$ cat src/rtl/cdc_fifo_pkg.sv
// Shared pointer helpers for the async CDC FIFO, used by both the read-side
// empty/level block and the write-side full/level block.
package cdc_fifo_pkg;

  // Widest pointer any FIFO instance may use. Callers widen into ptr_t and
  // truncate the result back to their own width.
  localparam int PTR_MAX_W = 32;

  typedef logic [PTR_MAX_W-1:0] ptr_t;

  function automatic ptr_t bin2gray(input ptr_t b);
    return b ^ (b >> 1);
  endfunction

  // Leading zeros from the widening do not change the decoded value.
  function automatic ptr_t gray2bin(input ptr_t g);
    ptr_t b;
    b[PTR_MAX_W-1] = g[PTR_MAX_W-1];
    for (int i = PTR_MAX_W-2; i >= 0; i--) b[i] = b[i+1] ^ g[i];
    return b;
  endfunction

endpackage

$ cat src/rtl/gray2bin_conv.sv
// Combinational Gray-to-binary decoder of width W. Each binary bit is the XOR of
// all Gray bits at or above it, which gives every bit a direct cone of logic.
module gray2bin_conv #(
  parameter int W = 5
) (
  input  logic [W-1:0] i_gray,
  output logic [W-1:0] o_bin
);

  for (genvar i = 0; i < W; i++) begin : g_bit
    assign o_bin[i] = ^i_gray[W-1:i];
  end

endmodule

$ cat src/rtl/rptr_empty_lvl.sv
// Read-domain pointer, empty, almost-empty and occupancy logic of the async FIFO.
// Optional sticky underflow flag is built when RPTR_UFLOW_EN is defined.
module rptr_empty_lvl
  import cdc_fifo_pkg::*;
#(
  parameter int ADDR_W        = 4,
  parameter int AEMPTY_THRESH = 2
) (
  input  logic              rclk,
  input  logic              rrst,
  input  logic [ADDR_W:0]   wptr_rclk,
  input  logic              rpop,
  input  logic              rerr_clr,
  output logic [ADDR_W:0]   rptr,
  output logic [ADDR_W-1:0] raddr,
  output logic              rempty,
  output logic              ralmost_empty,
  output logic [ADDR_W:0]   rlevel,
  output logic              runderflow
);

  localparam int              PW     = ADDR_W + 1;
  localparam logic [ADDR_W:0] AE_LIM = AEMPTY_THRESH[ADDR_W:0];

  logic [ADDR_W:0] r_rbin;
  logic [ADDR_W:0] r_rptr;
  logic            r_rempty;
  logic            r_raempty;
  logic [ADDR_W:0] r_rlevel;

  logic            w_pop;
  logic [ADDR_W:0] w_rbin_next;
  logic [ADDR_W:0] w_rgray_next;
  logic [ADDR_W:0] w_wbin;
  logic [ADDR_W:0] w_lvl_next;

  gray2bin_conv #(.W(PW)) u_wdec (
    .i_gray (wptr_rclk),
    .o_bin  (w_wbin)
  );

  // Popping while empty never moves the pointer; the registered empty flag is
  // pessimistic, so an accepted pop always has data behind it.
  assign w_pop         = rpop & ~r_rempty;
  assign w_rbin_next   = r_rbin + {{ADDR_W{1'b0}}, w_pop};
  assign w_rgray_next  = PW'(bin2gray(ptr_t'(w_rbin_next)));
  assign w_lvl_next    = w_wbin - w_rbin_next;

  always_ff @(posedge rclk) begin
    if (rrst) begin
      r_rbin    <= '0;
      r_rptr    <= '0;
      r_rempty  <= 1'b1;
      r_raempty <= 1'b1;
      r_rlevel  <= '0;
    end else begin
      r_rbin    <= w_rbin_next;
      r_rptr    <= w_rgray_next;
      r_rempty  <= (w_rgray_next == wptr_rclk);
      r_raempty <= (w_lvl_next <= AE_LIM);
      r_rlevel  <= w_lvl_next;
    end
  end

  assign rptr          = r_rptr;
  assign raddr         = r_rbin[ADDR_W-1:0];
  assign rempty        = r_rempty;
  assign ralmost_empty = r_raempty;
  assign rlevel        = r_rlevel;

`ifdef RPTR_UFLOW_EN
  logic r_runderflow;

  // Set has priority so an underflow coinciding with a clear is not lost.
  always_ff @(posedge rclk) begin
    if (rrst)                   r_runderflow <= 1'b0;
    else if (rpop && r_rempty)  r_runderflow <= 1'b1;
    else if (rerr_clr)          r_runderflow <= 1'b0;
  end

  assign runderflow = r_runderflow;
`else
  logic w_unused_clr;
  assign w_unused_clr = rerr_clr;
  assign runderflow   = 1'b0;
`endif

endmodule

$ cat config.mk
export PLATFORM = sky130hd
export DESIGN_NAME = rptr_empty_lvl
export DESIGN_NICKNAME = d
export VERILOG_FILES = /design/src/rtl/cdc_fifo_pkg.sv /design/src/rtl/gray2bin_conv.sv /design/src/rtl/rptr_empty_lvl.sv
export SDC_FILE = /design/constraint.sdc
export NUM_CORES = 1
export LEC_CHECK = 0
export ABC_AREA = 0
export ABC_CLOCK_PERIOD_IN_PS = 1950
export CORE_MARGIN = 2
export CORE_UTILIZATION = 55
export DETAILED_ROUTE_END_ITERATION = 6
export DONT_BUFFER_PORTS = 1
export GPL_ROUTABILITY_DRIVEN = 1
export PLACE_DENSITY = 0.82
export SETUP_SLACK_MARGIN = 0.5
export SYNTH_ARGS = -nofsm -noshare
export SYNTH_HDL_FRONTEND = slang
export SYNTH_HIERARCHICAL = 1
export SYNTH_SLANG_ARGS = --single-unit
$ cat constraint.sdc
create_clock -name rclk -period 1.95 [get_ports rclk]
set_input_delay 0 -clock rclk [delete_from_list [all_inputs] [get_ports rclk]]
set_output_delay 0 -clock rclk [all_outputs]
set_load 0.005 [all_outputs]
Word level (Yosys, flattened, before mapping)
Cells that the tools add are included.

Bitwise logic cells: 3. Reductions and logical operators: 4. Eq/ne operators: 1. Add/sub/neg operators: 2. Order comparisons: 1.

Operator list (count): 5-bit by 1-bit adder with 5-bit output (1); 5-bit == test (1); 5-bit by 2-bit <= comparator with 1-bit output, second input constant (1); 5-bit parity (1); 5-bit subtractor (1); 5-bit by 4-bit bitwise XOR with 5-bit output (1); 4-bit parity (1); 3-bit parity (1); 2-bit parity (1); 1-bit bitwise AND (1); 1-bit inverter (1).

Bits in registers: 17. Word-level logic and storage cells: 16. Output and inout port bits: 17. Bits of input ports: 9.

Longest topological paths before layout
Word-level depth: 5. Mapped depth: 11. Gate-level depth less buffers: 11.

Modules after synthesis
The synthesis kept the hierarchy.

Modules (own cells, without submodules): rptr_empty_lvl (cells an instance 94, sequential area each 320.3 sq um, times used 1, area an instance 934.6 sq um); gray2bin_conv (cells an instance 6, sequential area each 0.0 sq um, times used 1, area an instance 72.6 sq um).

Least setup slack after synthesis
Ideal clock, no wire load.

Path type: reg-to-reg. Start point: register r_rempty (netlist: rempty). End point: register r_raempty (netlist: ralmost_empty). Cell stages (with the launch flop): 9. Required time: 1825 ps. Setup slack: -180 ps. Arrival time: 2004 ps. Library setup time: 125 ps. Cells stage by stage: dfxtp_1 and3b_1 buf_6 ha_1 xnor2_1 ha_1 or4_1 o211ai_2 nor4b_2.

Word-level cells in the longest chain between the ends: 5.

Ends and longest elaborated chain: start, declared (line rptr_empty_lvl.sv:27) `logic r_rempty;`; start signal, assigned (line rptr_empty_lvl.sv:59) `r_rempty <= (w_rgray_next == wptr_rclk);`; 1-bit inverter (line rptr_empty_lvl.sv:44) `assign w_pop = rpop & ~r_rempty;`; 1-bit bitwise AND (line rptr_empty_lvl.sv:44); 5-bit by 1-bit adder with 5-bit output (line rptr_empty_lvl.sv:45) `assign w_rbin_next = r_rbin + {{ADDR_W{1'b0}}, w_pop};`; 5-bit subtractor (line rptr_empty_lvl.sv:47) `assign w_lvl_next = w_wbin - w_rbin_next;`; 5-bit by 2-bit <= comparator with 1-bit output (line rptr_empty_lvl.sv:60) `r_raempty <= (w_lvl_next <= AE_LIM);`; end signal, assigned (line rptr_empty_lvl.sv:60); end, declared (line rptr_empty_lvl.sv:28) `logic r_raempty;`.

No other way between the ends. A chain may end at the register's enable or synchronous reset.

Worst setup path in the final report
Same ends and word-level chain as after synthesis.

==> results.tsv <==
metric	value	unit
status	finished, violations left	
violations	negative setup slack	
clock-sinks	16	
max_freq	0.493	GHz
synth_top_family_by_area	XOR/XNOR gates	
die_w	46.8	um
final_cell_mix	dfxtp_1, nor2_1, buf_4	
htreeDepth	1	
drtIter0Drc	11	
relSlewSlack	61.4	%
port_buffers	0	
clock_path_buffers	2	
vias	738	
clock_latency	290	ps
multi_input_area	793	um2
vias_per_cell	5.20	
initial_utilization	58.3	%
synth_cells	100	
regArea	323	um2
final.setup.worst_slack	-76.9	ps
crit_family	simple AND/OR/NAND/NOR gates	
worst_ep_arrival_time	2200	ps
post_drt_wl_per_cell	15.5	um
critical_path.cell_chain	and3b_2, nand3_4, xor2_4, ha_4, nand2b_1, o211ai_1, o21a_2, mux2i_2, nor4b_2	
setup_viol	1	
overflow	0	
std_cell_rows	15	
synth-seq-cells	16	
cts-root-buf	clkbuf_4	
required	2130	ps
num_antenna_cells	0	
ys_warn_count	6	
critPathMaxFanout	3	
wl	2200	um
dpl_cell_area	1150	um2
syn_avg_cell_area	10.1	um2
synth_xor_area_share	27.1	%
grt_max_degree	15	
ys_top_cells_by_area	dfxtp_1, xnor2_1, ha_1	
power_density	640	nW/um2
layout_worst_path_cycle_share	104	%
io_pins	26	
antenna_found_initial	0	
layout.nets	132	
die_h	46.8	um
p_sw_share	30.8	%
synth.yosys.seq_area_share	31.8	%
design_area	1350	um2
synth_simple_gate_area_share	18.0	%
antenna_left	0	
cts_tree	done	
cap_violations	0	
p_switching	0.000266	W
crit_path_max_incr_delay	330	ps
grt_setup_unrepaired	true	
syn2layout_area_growth	33.8	%
dieArea	2190	um2
grt_first_pass_wirelength	3280	um
layout-drive-gt1-share	40.2	%
hold_viol	0	
coreArea	1730	um2
period_needed	2030	ps
synth_mux_area_share	4.22	%
finalSetupTns	-76.9	ps
busiest_layer	met2	
layoutNonFillerInstCount	142	
synth_top_area_share	31.8	%
use_met1	26.9	%
ir_worst_vdd	0.000570	V
finalMaxSlewViolations	0	
p_leak	0.536	nW
dpl.cell_count	132	
clkPwrFrac	20.0	%
syn_area	1010	um2
fillers	118	
pwr-share-seq	44.3	%
dpl.hpwl	1520	um
power_frac_comb	35.7	%
dp_slack	-176	ps
synth_fa_ha_area_share	4.97	%
use_met3	3.85	%
cts_made_buffers	3	
clk_pin_slew	90	ps
yosysTopAreaCell	dfxtp_1	
track_usage	22.7	%
crit_slowest_cell	dfxtp_2	
gp_congestion	0.798	
end_kind	register	
criticalPathCategory	reg2reg	
synth_fp_nets	113	
grtUsageMet2	38.4	%
grt_pass1_vias	726	
final_common_cell	dfxtp_1	
ys_types	37	
final_core_utilization	78.0	%
start_kind	register	
worst_pin_slew	576	ps
drc_errors	0	
synth_compound_area_share	8.70	%
fin_worst_skew	1.29	ps
dr.pass1.iters	4	
path_buf_inv	0	
hp-class	in2reg	
internal-power	0.000596	W
==> stage by stage <==
step | total power (W) | hold slack, ps
after floorplan | 0.000613 | 78.0
after global placement | 0.000653 | 73.8
after detailed placement | 0.000661 | 74.5
after CTS | 0.000843 | 78.3
after global routing | 0.000915 | 84.9
final | 0.000862 | 65.8
==> cells by family (layout without fill, tap and decap cells) <==
family                     Yosys count  after routing
DFF                                 16             16
and+or+nand+nor                     34             34
muxes                                3              3
buffers and inverters                8             25
AOI/OAI and AO/OA                   10             10
xor gates and xnor gates            24             24
other                                1              1
adders and majority gates            4              4
==> power by group through the flow <==
stage	combinational [W]	sequential, W	clock [W]
detailed placement	0.000271	0.000390	0
finish	0.000308	0.000382	0.000172
floorplan	0.000225	0.000388	0
global placement	0.000263	0.000390	0
global route	0.000340	0.000388	0.000188
CTS	0.000290	0.000382	0.000171
==> final cells by class <==
type | count | area share, %
repair buffers | 18 | 12.1
inverters | 4 | 1.11
multi-input cells | 76 | 58.9
well taps | 25 | 2.32
clock buffers | 3 | 1.67
flip-flops and latches | 16 | 24.0
==> timing repair <==
action                     CTS  global route
setup endpoints to repair   10            10
hold buffers                 3             0
hold endpoints to repair    15             0
cloned                       0             0
pin swaps                    6             4
setup buffers                2             2
resized for setup            8             8
==> worst min-delay path, cell delays in order <==
cell and delay (ps):
xnor2_4 110, xnor2_1 130, o41ai_2 80
==> worst paths after layout <==
kind | to | depth (start not counted) | startpoint | slack [ps]
worst max-delay path | ralmost_empty | 9 | rempty | -80
worst min-delay path | rempty | 3 | wptr_rclk[2] | 70
worst max register to register | ralmost_empty | 9 | rempty | -80
worst min register to register | r_rbin[0] | 3 | r_rbin[0] | 720
==> layer usage <==
layer	vias to the layer above	wire length, um
met3	6	107
met4	0	70
met5	-	0
met1	355	873
li1	359	-
met2	18	1140
==> registers in the layout, summed over array words and instances, names as in the netlist <==
signal	count
r_rbin	5
rlevel	5
rptr	4
ralmost_empty	1
rempty	1
==> synthesized netlist by cell type <==
library cell and instances:
nand3_1 1, mux2i_1 2, o31a_1 1, dfxtp_1 16, xor3_1 1, mux2i_4 1, xnor2_2 1, nor2b_1 4
o21a_2 1, xnor3_1 1, conb_1 1, nand2b_1 2, xor2_1 5, o21a_1 1, buf_4 3, xnor2_1 14
ha_1 4, or2_2 1, o211ai_1 1, nand2_1 6, xor2_2 1, nand3_2 1, and2_4 1, nor2_1 13
o211ai_2 1, and2_1 1, or4_1 1, o21ai_2 1, o31ai_1 1, buf_6 1, o41ai_2 1, xor2_4 1
and3b_1 1, nor3_1 1, o21ai_0 2, nor4b_2 1, inv_1 4
Power figures use the tool's default switching activity.
